$ cat src/rtl/contador_param.sv
// contador_param: parametrised up/down/step/load counter.
// Q, RCO and n_wrap are all registered; RCO is a one-cycle pulse aligned with
// the cycle in which Q shows the wrapped value, and n_wrap counts those pulses,
// saturating at its maximum.
module contador_param #(
  parameter int unsigned WIDTH     = 4,
  parameter int unsigned STEP      = 3,
  parameter int unsigned RESET_VAL = 0,
  parameter int unsigned WRAP_W    = 8
) (
  input  logic              clk,
  input  logic              reset,
  input  logic              enb,
  input  logic [1:0]        modo,
  input  logic [WIDTH-1:0]  D,
  output logic [WIDTH-1:0]  Q,
  output logic              RCO,
  output logic [WRAP_W-1:0] n_wrap
);

  typedef enum logic [1:0] {
    MODE_UP   = 2'b00,
    MODE_DOWN = 2'b01,
    MODE_STEP = 2'b10,
    MODE_LOAD = 2'b11
  } mode_t;

  localparam logic [WIDTH:0]    ONE_X   = (WIDTH+1)'(1);
  localparam logic [WIDTH:0]    STEP_X  = (WIDTH+1)'(STEP);
  localparam logic [WIDTH-1:0]  RESET_Q = WIDTH'(RESET_VAL);
  localparam logic [WRAP_W-1:0] WRAP_INC = WRAP_W'(1);

  mode_t             mode;
  logic [WIDTH:0]    q_ext;
  logic [WIDTH:0]    sum_up;
  logic [WIDTH:0]    diff_down;
  logic [WIDTH:0]    diff_step;
  logic [WIDTH-1:0]  q_next;
  logic              rco_next;
  logic              wrap_sat;

  // Extended-width arithmetic: the top bit of each result is the carry/borrow
  // that becomes RCO, so no separate compares against Q are needed.
  always_comb begin
    mode      = mode_t'(modo);
    q_ext     = {1'b0, Q};
    sum_up    = q_ext + ONE_X;
    diff_down = q_ext - ONE_X;
    diff_step = q_ext - STEP_X;
  end

  // Next counter value and carry/borrow selection by mode.
  always_comb begin
    q_next   = Q;
    rco_next = 1'b0;
    if (enb) begin
      case (mode)
        MODE_UP: begin
          q_next   = sum_up[WIDTH-1:0];
          rco_next = sum_up[WIDTH];
        end
        MODE_DOWN: begin
          q_next   = diff_down[WIDTH-1:0];
          rco_next = diff_down[WIDTH];
        end
        MODE_STEP: begin
          q_next   = diff_step[WIDTH-1:0];
          rco_next = diff_step[WIDTH];
        end
        MODE_LOAD: begin
          q_next   = D;
          rco_next = 1'b0;
        end
      endcase
    end
  end

  assign wrap_sat = &n_wrap;

  // Counter, ripple-carry pulse and saturating wrap counter registers.
  always_ff @(posedge clk) begin
    if (reset) begin
      Q      <= RESET_Q;
      RCO    <= 1'b0;
      n_wrap <= '0;
    end else begin
      Q   <= q_next;
      RCO <= rco_next;
      if (rco_next && !wrap_sat) begin
        n_wrap <= n_wrap + WRAP_INC;
      end
    end
  end

endmodule

$ cat config.mk
export PLATFORM = sky130hd
export DESIGN_NAME = contador_param
export DESIGN_NICKNAME = d
export VERILOG_FILES = /design/src/rtl/contador_param.sv
export SDC_FILE = /design/constraint.sdc
export NUM_CORES = 1
export LEC_CHECK = 0
export ABC_AREA = 1
export CORE_AREA = 2 2 48 50
export CTS_CLUSTER_SIZE = 25
export DETAILED_ROUTE_END_ITERATION = 10
export DIE_AREA = 0 0 50 52
export PLACE_DENSITY = 0.74
export SYNTH_ARGS = -nofsm -noshare
export SYNTH_HDL_FRONTEND = slang
export SYNTH_SLANG_ARGS = --single-unit
$ cat constraint.sdc
create_clock -name clk -period 1.6 [get_ports clk]
set_input_delay 0.24 -clock clk [delete_from_list [all_inputs] [get_ports clk]]
set_output_delay 0.24 -clock clk [all_outputs]
set_load 0.02 [all_outputs]
==> impl_metrics.toml, run 1 <==
[min_path]
hp-class = "register to register"
hold_start = "n_wrap[1]"
whs_path_depth = 2
whs_endpoint = "n_wrap[1]"

[floorplan]
core_area_mm2 = 0.00211
initial_core_util_pct = 44.6
ios = 22
die_h_um = 52
die_w_um = 50
die-area_mm2 = 0.00260
num_rows = 17

[critical_path]
rr_worst_depth = 7
crit_chain = "clkdlybuf4s50_1"
crit_start = "n_wrap[0]"
worstPathRequired_ns = 1.36
cpPeakStageDelay_ns = 0.63
critical-path-slowest-cell = "clkdlybuf4s50_1"
critical_path.top_delay_family = "buffers and inverters"
crit_buf_inv = 1
worstPathArrival_ns = 1.33
worstSetupPathType = "register to primary output"
worst-path-stages = 1
cp-end-kind = "primary output"
rrSetupSlack_ns = 0.13
start_kind = "register"
rr_endpoint = "n_wrap[6]"
path_max_fanout = 4
r2r_start = "n_wrap[0]"

[yosys]
yosysSeqAreaShare_pct = 27.7
netlist_top_cells_area = "dfxtp_1, nand2_1, nand4_1"
synth-seq-cells = 13
synthFlopType = "dfxtp_1"
synthArstFlopShare_pct = 0
yosysTopAreaCell = "dfxtp_1"
synth_top_area_share_pct = 27.7
synthCells = 135
synthesis.nets = 147
ys_warn_count = 0
ys_types = 26
synthesis.area_um2 = 940
syn_avg_cell_area_um2 = 6.96
synth_edf_count = 0

[cells_and_area]
diodes = 0
multi_input_area_um2 = 618
area_growth_pct = 36.4
nets = 179
nFillCells = 187
regArea_um2 = 263
drive_above_1_share_pct = 19.9

[route]
via_per_inst = 5.20
firstDrtPassIters = 4
drtIter0Drc = 34
ant_nets = 0
wire_per_inst_um = 12.0
drc = 0
vias = 1008
wirelength_um = 2340

[power]
sw_frac_of_total_pct = 32.5
vdd_ir_drop_max_v = 0.000581
power.leakage_nw = 0.631
switchingPower_uw = 252
p_seq_share_pct = 45.8
power.density_mw_per_mm2 = 605
p_int_uw = 523
comb_power_share_pct = 27.4
p_clk_share_pct = 26.8
power.total_uw = 776

[outcome]
status = "complete, no violations"

[clock_tree]
cts_sinks = 13
clk_pin_slew_ns = 0.09
root_buffer = "clkbuf_4"
cts_buffer_depth = 2
cts_setup_buffers = 0
cts_tree = "yes"
ctsHtreeMaxLevel = 1
clk_latency_ns = 0.29
cts_buffers = 3
hold_buffers = 0

[placed_design]
hpwl_um = 1720
portBuffers = 21
gp_congestion = 0.871

[sta]
post-route-min-period_ns = 1.57
rsz0062_at_grt = "no"
maxSlewViolCount = 0
tightestPinTransition_ns = 0.264
relSlewSlack_pct = 82.4
clock.fmax_mhz = 639
hold_viol = 0
setup_tns_ns = 0
clock_skew_ns = 0.0156
setup_violations = 0
fin_crit_sh_pct = 97.8

[flow_run]
maxCapViolCount = 0

[grt]
grt.total_usage_pct = 18.5
grt_pass1_wl_um = 3740
grt_pass1_vias = 918
antenna_found_initial = 0
grt_overflow = 0
grt_max_degree = 10
## layer usage
layer / share of wire, % / up-vias / global-route usage, %
li1: - / 512 / -
met1: 44 / 475 / 22.1
met2: 51 / 18 / 33.1
met3: 3.8 / 3 / 4.31
met4: 0.47 / 0 / 4.63
met5: 0 / - / 0
## synth_stat cells (2+ instances only)
library cell,instances
xnor2_1,2
nand3b_1,3
o21ai_1,5
inv_1,11
nand4_1,8
nor2_4,2
dfxtp_1,13
o21ai_0,5
nand3_2,3
a21oi_1,9
nand3_4,2
nand2_1,36
nand3_1,8
inv_2,4
nor2_2,3
ha_1,3
nor2_1,8
buf_4,2
## area by class of cell
type                       count  area share (%)
multi-input combinational    105            48.2
timing repair buffer          28            21.7
sequential                    13            20.5
inverter                      16            4.69
tap                           28            2.73
clock buffer                   3            1.76
clock inverter                 1           0.391
## worst max-delay path by stage
stage,to,slack [ns]
floorplan,n_wrap[0],0.10
global placement,n_wrap[0],-0.06
detailed placement,n_wrap[0],-0.1
CTS,n_wrap[3],0.006
global route,n_wrap[0],0.001
finish,n_wrap[0],0.03
## flip-flops by register name (all words and copies together), names as in the netlist
| name | count |
|---|---|
| Q | 4 |
| RCO | 1 |
| n_wrap | 8 |
## layout by cell type (no fill, tap or decap), types with 3 or more instances in the layout
cell type	synthesis	layout
nand2_1	36	36
o21ai_0	5	5
buf_4	2	7
o21ai_1	5	5
nand3b_1	3	3
nand3_2	3	3
inv_2	4	4
dlymetal6s2s_1	0	7
nand3_1	8	8
clkbuf_4	0	3
dfxtp_1	13	11
a21oi_1	9	9
nor2_1	8	8
nand4_1	8	8
clkdlybuf4s50_1	0	12
inv_1	11	11
nor2_2	3	3
## metrics by stage
stage	std cells	setup slack, ns	hold WS, ns	util, %	instance area (µm²)
2_1_floorplan	135	0.103	0.333	-	940
3_3_place_gp	189	-0.0592	0.497	58.1	1220
3_5_place_dp	189	-0.0994	0.497	58.1	1220
4_1_cts	193	0.00593	0.510	59.3	1250
5_1_grt	194	0.000986	0.536	60.8	1280
6_report	194	0.0347	0.513	60.8	1280
## worst min-delay path: stages (launching register included)
cell and delay [ns]:
dfxtp_1 0.35, nand2_1 0.07, a21oi_1 0.05
## power groups by stage
stage	registers, mW	logic [mW]	clock network [mW]
after floorplan	0.372	0.117	0
after global placement	0.361	0.205	0
after detailed placement	0.361	0.211	0
after CTS	0.354	0.211	0.208
after global routing	0.358	0.235	0.227
final	0.356	0.212	0.208
## cell families (layout without fill, tap and decap cells)
logic type | Yosys count | after routing | share of synthesized area [%]
AND/OR/NAND/NOR | 77 | 77 | 45.0
AO/OA/AOI/OAI | 21 | 22 | 12.5
buffers and inverters | 18 | 48 | 7.99
flip-flops | 13 | 13 | 27.7
adder cells (fa/ha/maj) | 3 | 3 | 4.00
XOR/XNOR | 3 | 3 | 2.80
## what timing repair did
item	in CTS	in global routing
resized for setup	3	10
pin swaps	0	1
cloned	0	1
setup endpoints to repair	3	15
(Power assumes the default switching activity.)
==> run 2, diff against run 1 <==
- ABC_AREA: 1 -> unset
- CORE_AREA: 2 2 48 50 -> 2 2 51 43
- DIE_AREA: 0 0 50 52 -> 0 0 53 45
- PLACE_DENSITY: 0.74 -> 0.75
- SKIP_CTS_REPAIR_TIMING: unset -> 1
==> impl_metrics.toml, run 2 <==
[outcome]
status = "finished, violations left"
violations = "negative setup slack"

[min_path]
whs_path_depth = 2
hp-class = "register to register"
whs_endpoint = "Q[1]"
hold_start = "Q[1]"

[sta]
clock.fmax_mhz = 611
post-route-min-period_ns = 1.64
fin_crit_sh_pct = 102
relSlewSlack_pct = 63.5
layout_setup_ws_ns = -0.0372
setup_tns_ns = -0.0733
maxSlewViolCount = 0
hold_viol = 0
rsz0062_at_grt = "yes"
clock_skew_ns = 0.00296
setup_violations = 5
tightestPinTransition_ns = 0.547

[power]
sw_frac_of_total_pct = 29.1
comb_power_share_pct = 29.6
power.density_mw_per_mm2 = 599
vdd_ir_drop_max_v = 0.000495
power.total_uw = 785
switchingPower_uw = 228
p_clk_share_pct = 25.0
p_seq_share_pct = 45.4
p_int_uw = 557
power.leakage_nw = 0.593

[grt]
grt_overflow = 0
grt.total_usage_pct = 19.7
top_usage_layer = "met2"
grt_pass1_vias = 756
grt_max_degree = 14
use_met3_pct = 5.96
antenna_found_initial = 0
grt_pass1_wl_um = 3350
grt.met1_usage_pct = 25.2
grtUsageMet2_pct = 32.0

[yosys]
syn_avg_cell_area_um2 = 8.92
synth_top_area_share_pct = 31.0
synthesis.nets = 106
ys_warn_count = 0
ys_types = 37
synth_commonest_cells = "dfxtp_1, nor2_1, nand2_1, xnor2_1"
netlist_top_cells_area = "dfxtp_1, xnor2_1, ha_1"
synthCells = 94
yosysSeqAreaShare_pct = 31.0
synthArstFlopShare_pct = 0
yosysMostFrequentCell = "dfxtp_1"
synthesis.area_um2 = 838
synth-seq-cells = 13
synth_edf_count = 0
synthFlopType = "dfxtp_1"
yosysTopAreaCell = "dfxtp_1"

[floorplan]
die-area_mm2 = 0.00239
die_h_um = 45
ios = 22
num_rows = 14
die_w_um = 53
initial_core_util_pct = 45.6
core_area_mm2 = 0.00184

[cells_and_area]
largest_reg_flops = 8
layout_commonest_cell = "buf_4"
reg_top3 = "n_wrap x8, Q x4, RCO x1"
regMostFlops = "n_wrap"
final_cells = 154
diodes = 0
drive_above_1_share_pct = 33.1
area_growth_pct = 56.3
nets = 143
final_cell_mix = "buf_4, clkdlybuf4s50_1, dfxtp_1, dlymetal6s2s_1, nor2_1"
utilization_pct = 71.2

[critical_path]
path_max_fanout = 6
start_kind = "register"
rrSetupSlack_ns = -0.04
worstSetupPathType = "register to register"
worstPathRequired_ns = 1.75
rr_worst_depth = 8
cp-end-kind = "register"
r2r_start = "Q[1]"
rr_endpoint = "n_wrap[2]"
worstPathArrival_ns = 1.78

[clock_tree]
ctsHtreeMaxLevel = 1
cts_buffers = 3
cts_sinks = 13
clk_latency_ns = 0.27
cts_buffer_depth = 2
cts_tree = "yes"
clk_pin_slew_ns = 0.07
root_buffer = "clkbuf_4"

[route]
drtIter0Drc = 7
via_per_inst = 5.28
ant_nets = 0
vias = 813
drc = 0
wirelength_um = 2180
firstDrtPassIters = 4
wire_per_inst_um = 14.1

[flow_run]
maxCapViolCount = 0

[placed_design]
portBuffers = 21
place_ws_ns = -0.328
dp_cells = 147
gp_congestion = 0.804
hpwl_um = 1510
==> run 2: cell count changes in the layout (fill, tap and decap cells not counted), moves of 4 or more <==
cell,delta
nand4_1,-7
buf_4,+6
a21oi_1,-7
o21ai_1,-5
xnor2_1,+5
a211oi_2,+4
inv_1,-9
nand2_1,-28
==> run 2: kinds of logic (layout without fill, tap and decap cells) <==
family / Yosys count / count (layout) / share of synthesized area [%]
and+or+nand+nor: 34 / 34 / 23.3
AOI/OAI and AO/OA: 25 / 25 / 24.2
DFF: 13 / 13 / 31.0
buffers and inverters: 9 / 45 / 6.27
xor gates and xnor gates: 8 / 8 / 8.36
adders and majority gates: 3 / 3 / 4.48
muxes: 2 / 2 / 2.39
==> run 2: per-stage QoR <==
stage | cell area (µm²) | hold WS, ns
final | 1310 | 0.522
after global routing | 1310 | 0.552
after CTS | 1170 | 0.496
after detailed placement | 1140 | 0.485
after global placement | 1140 | 0.480
after floorplan | 841 | 0.303
==> run 2: worst max-delay path: stages (launching register included) <==
cell,delay [ns]
dfxtp_4,0.38
inv_2,0.05
ha_4,0.15
and3b_2,0.21
o211ai_4,0.23
buf_12,0.16
a21oi_2,0.06
xnor2_1,0.20
nor2_1,0.06
==> run 2: power by group through the flow <==
stage | clock, mW | sequential, mW | combinational, mW
floorplan | 0 | 0.378 | 0.0999
global placement | 0 | 0.361 | 0.202
detailed placement | 0 | 0.362 | 0.207
CTS | 0.203 | 0.354 | 0.209
global route | 0.214 | 0.359 | 0.251
finish | 0.196 | 0.356 | 0.233
==> run 2: per-layer routing <==
metal  wire length (µm)  share of wire, %  up-vias
met2               1050                48       12
li1                   -                 -      410
met3                 57               2.6        4
met5                  0                 0        -
met1               1030                47      387
met4                 33               1.5        0
==> run 2: cell type report <==
type / count / area [µm²]
fill: 137 / 529
tap: 24 / 30.0
sequential: 13 / 269
timing repair buffer: 36 / 364
multi-input combinational: 72 / 599
inverter: 5 / 21.3
clock buffer: 4 / 26.3
==> run 2: worst max path at each step <==
stage / startpoint / endpoint / cells past startpoint
finish: Q[1] / n_wrap[2] / 8
global route: Q[1] / n_wrap[7] / 7
floorplan: Q[0] / n_wrap[1] / 6
CTS: Q[0] / n_wrap[1] / 6
detailed placement: modo[0] / n_wrap[1] / 6
global placement: modo[0] / n_wrap[1] / 6
==> run 3, diff against run 2 <==
- CTS_BUF_LIST: unset -> sky130_fd_sc_hd__clkbuf_4 sky130_fd_sc_hd__clkbuf_8 sky130_fd_sc_hd__clkbuf_16
- GPL_TIMING_DRIVEN: unset -> 1
- clock period: 1.6 -> 1.7 ns (I/O delays scaled with it)
==> impl_metrics.toml, run 3 (synthesis gave the netlist of run 2 again) <==
[critical_path]
r2r_start = "Q[0]"
rrSetupSlack_ns = 0.08
crit_buf_inv = 1
critical_path.top_delay_family = "buffers and inverters"
cp-end-kind = "primary output"
crit_chain = "clkdlybuf4s50_1"
rr_endpoint = "n_wrap[2]"
cpPeakStageDelay_ns = 0.66
critical-path-slowest-cell = "clkdlybuf4s50_1"
rr_worst_depth = 7
worstPathArrival_ns = 1.40
start_kind = "register"
path_max_fanout = 6
worstPathRequired_ns = 1.44
worstSetupPathType = "register to primary output"
worst-path-stages = 1

[cells_and_area]
layout_commonest_cell = "clkdlybuf4s50_1"
drive_above_1_share_pct = 29.7
diodes = 0
reg_top3 = "n_wrap x8, Q x4, RCO x1"
nFillCells = 157
nets = 141
largest_reg_flops = 8
area_growth_pct = 48.5
final_cell_mix = "clkdlybuf4s50_1, buf_4, dfxtp_1, nor2_1, nand2_1"
regMostFlops = "n_wrap"

[flow_run]
maxCapViolCount = 0

[sta]
hold_slack_ns = 0.469
clock.fmax_mhz = 606
setup_violations = 0
relSlewSlack_pct = 66.1
maxSlewViolCount = 0
tightestPinTransition_ns = 0.506
fin_crit_sh_pct = 97.1
post-route-min-period_ns = 1.65
hold_viol = 0
clock_skew_ns = 0.00211

[route]
firstDrtPassIters = 5
vias = 809
wirelength_um = 2040
ant_nets = 0
wire_per_inst_um = 13.4
drc = 0
drtIter0Drc = 21
via_per_inst = 5.32

[floorplan]
initial_core_util_pct = 45.6
ios = 22
die-area_mm2 = 0.00239
die_w_um = 53
die_h_um = 45
core_area_mm2 = 0.00184
num_rows = 14

[min_path]
hp-class = "input port to register"
hold_start = "modo[0]"
whs_path_depth = 3
whs_endpoint = "Q[3]"

[outcome]
status = "complete, no violations"

[clock_tree]
root_buffer = "clkbuf_4"
cts_buffer_depth = 2
cts_tree = "yes"
ctsHtreeMaxLevel = 1
clk_pin_slew_ns = 0.07
cts_buffers = 3
clk_latency_ns = 0.28
cts_sinks = 13

[placed_design]
gp_congestion = 0.803
hpwl_um = 1480
portBuffers = 21

[grt]
grt_pass1_wl_um = 3320
grt_max_degree = 14
grt_pass1_vias = 759
grt.total_usage_pct = 19.0
antenna_found_initial = 0
grt_overflow = 0

[power]
vdd_ir_drop_max_v = 0.000476
power.leakage_nw = 0.457
power.total_uw = 751
power.density_mw_per_mm2 = 603
## run 3: cell types whose count changed in the layout (fill, tap and decap cells not counted)
cell             change
nor2_2               -1
buf_4                -1
dlymetal6s2s_1       -7
clkbuf_1             -1
ha_2                 +1
a21oi_2              -3
a21oi_1              +3
nor2_1               +1
buf_12               -1
ha_4                 -1
clkdlybuf4s50_1      +7
clkbuf_4             +1
## run 3: how the worst max path moves through the flow
stage | slack, ns | from | endpoint
after floorplan | 0.03 | Q[1] | n_wrap[1]
after global placement | -0.23 | modo[0] | n_wrap[1]
after detailed placement | -0.30 | modo[0] | n_wrap[1]
after CTS | 0.0006 | modo[0] | n_wrap[1]
after global routing | -0.008 | Q[0] | n_wrap[5]
final | 0.05 | n_wrap[2] | n_wrap[2]
## run 3: metal layers
metal	up-vias	share of wire [%]	global-route usage (%)
met1	383	46	25.2
met3	4	3.1	5.96
met4	0	1.4	4.62
met2	14	49	30.3
met5	-	0	0
li1	408	-	-
## run 3: layout make-up
type / instances / area (µm²) / share of cell area [%]
Multi-Input combinational cell: 72 / 576 / 46.2
Timing Repair Buffer: 34 / 319 / 25.6
Sequential cell: 13 / 269 / 21.6
Clock buffer: 4 / 30.0 / 2.41
Tap cell: 24 / 30.0 / 2.41
Inverter: 5 / 21.3 / 1.71
## run 3: where the power goes
group,internal [mW],switching [mW]
clock network,0.107,0.101
logic,0.111,0.0959
registers,0.317,0.0185
## run 3: worst reg2reg max path, stage by stage, from the launching register on
cell and delay, ns:
dfxtp_4 0.38, inv_2 0.06, ha_4 0.15, and3b_2 0.21
o211ai_4 0.32, a21oi_1 0.14, xnor2_1 0.19, nor2_1 0.06
## run 3: per-stage QoR
step                area (µm²)  setup slack (ns)  cells  setup TNS [ns]  utilization, %
finish                    1240            0.0494    152               0            67.7
global route              1240          -0.00811    152         -0.0140            67.7
global placement          1130            -0.229    146           -1.52            61.5
CTS                       1160          0.000570    150               0            63.1
floorplan                  840            0.0342     94               0               -
detailed placement        1130            -0.303    146           -1.98            61.5
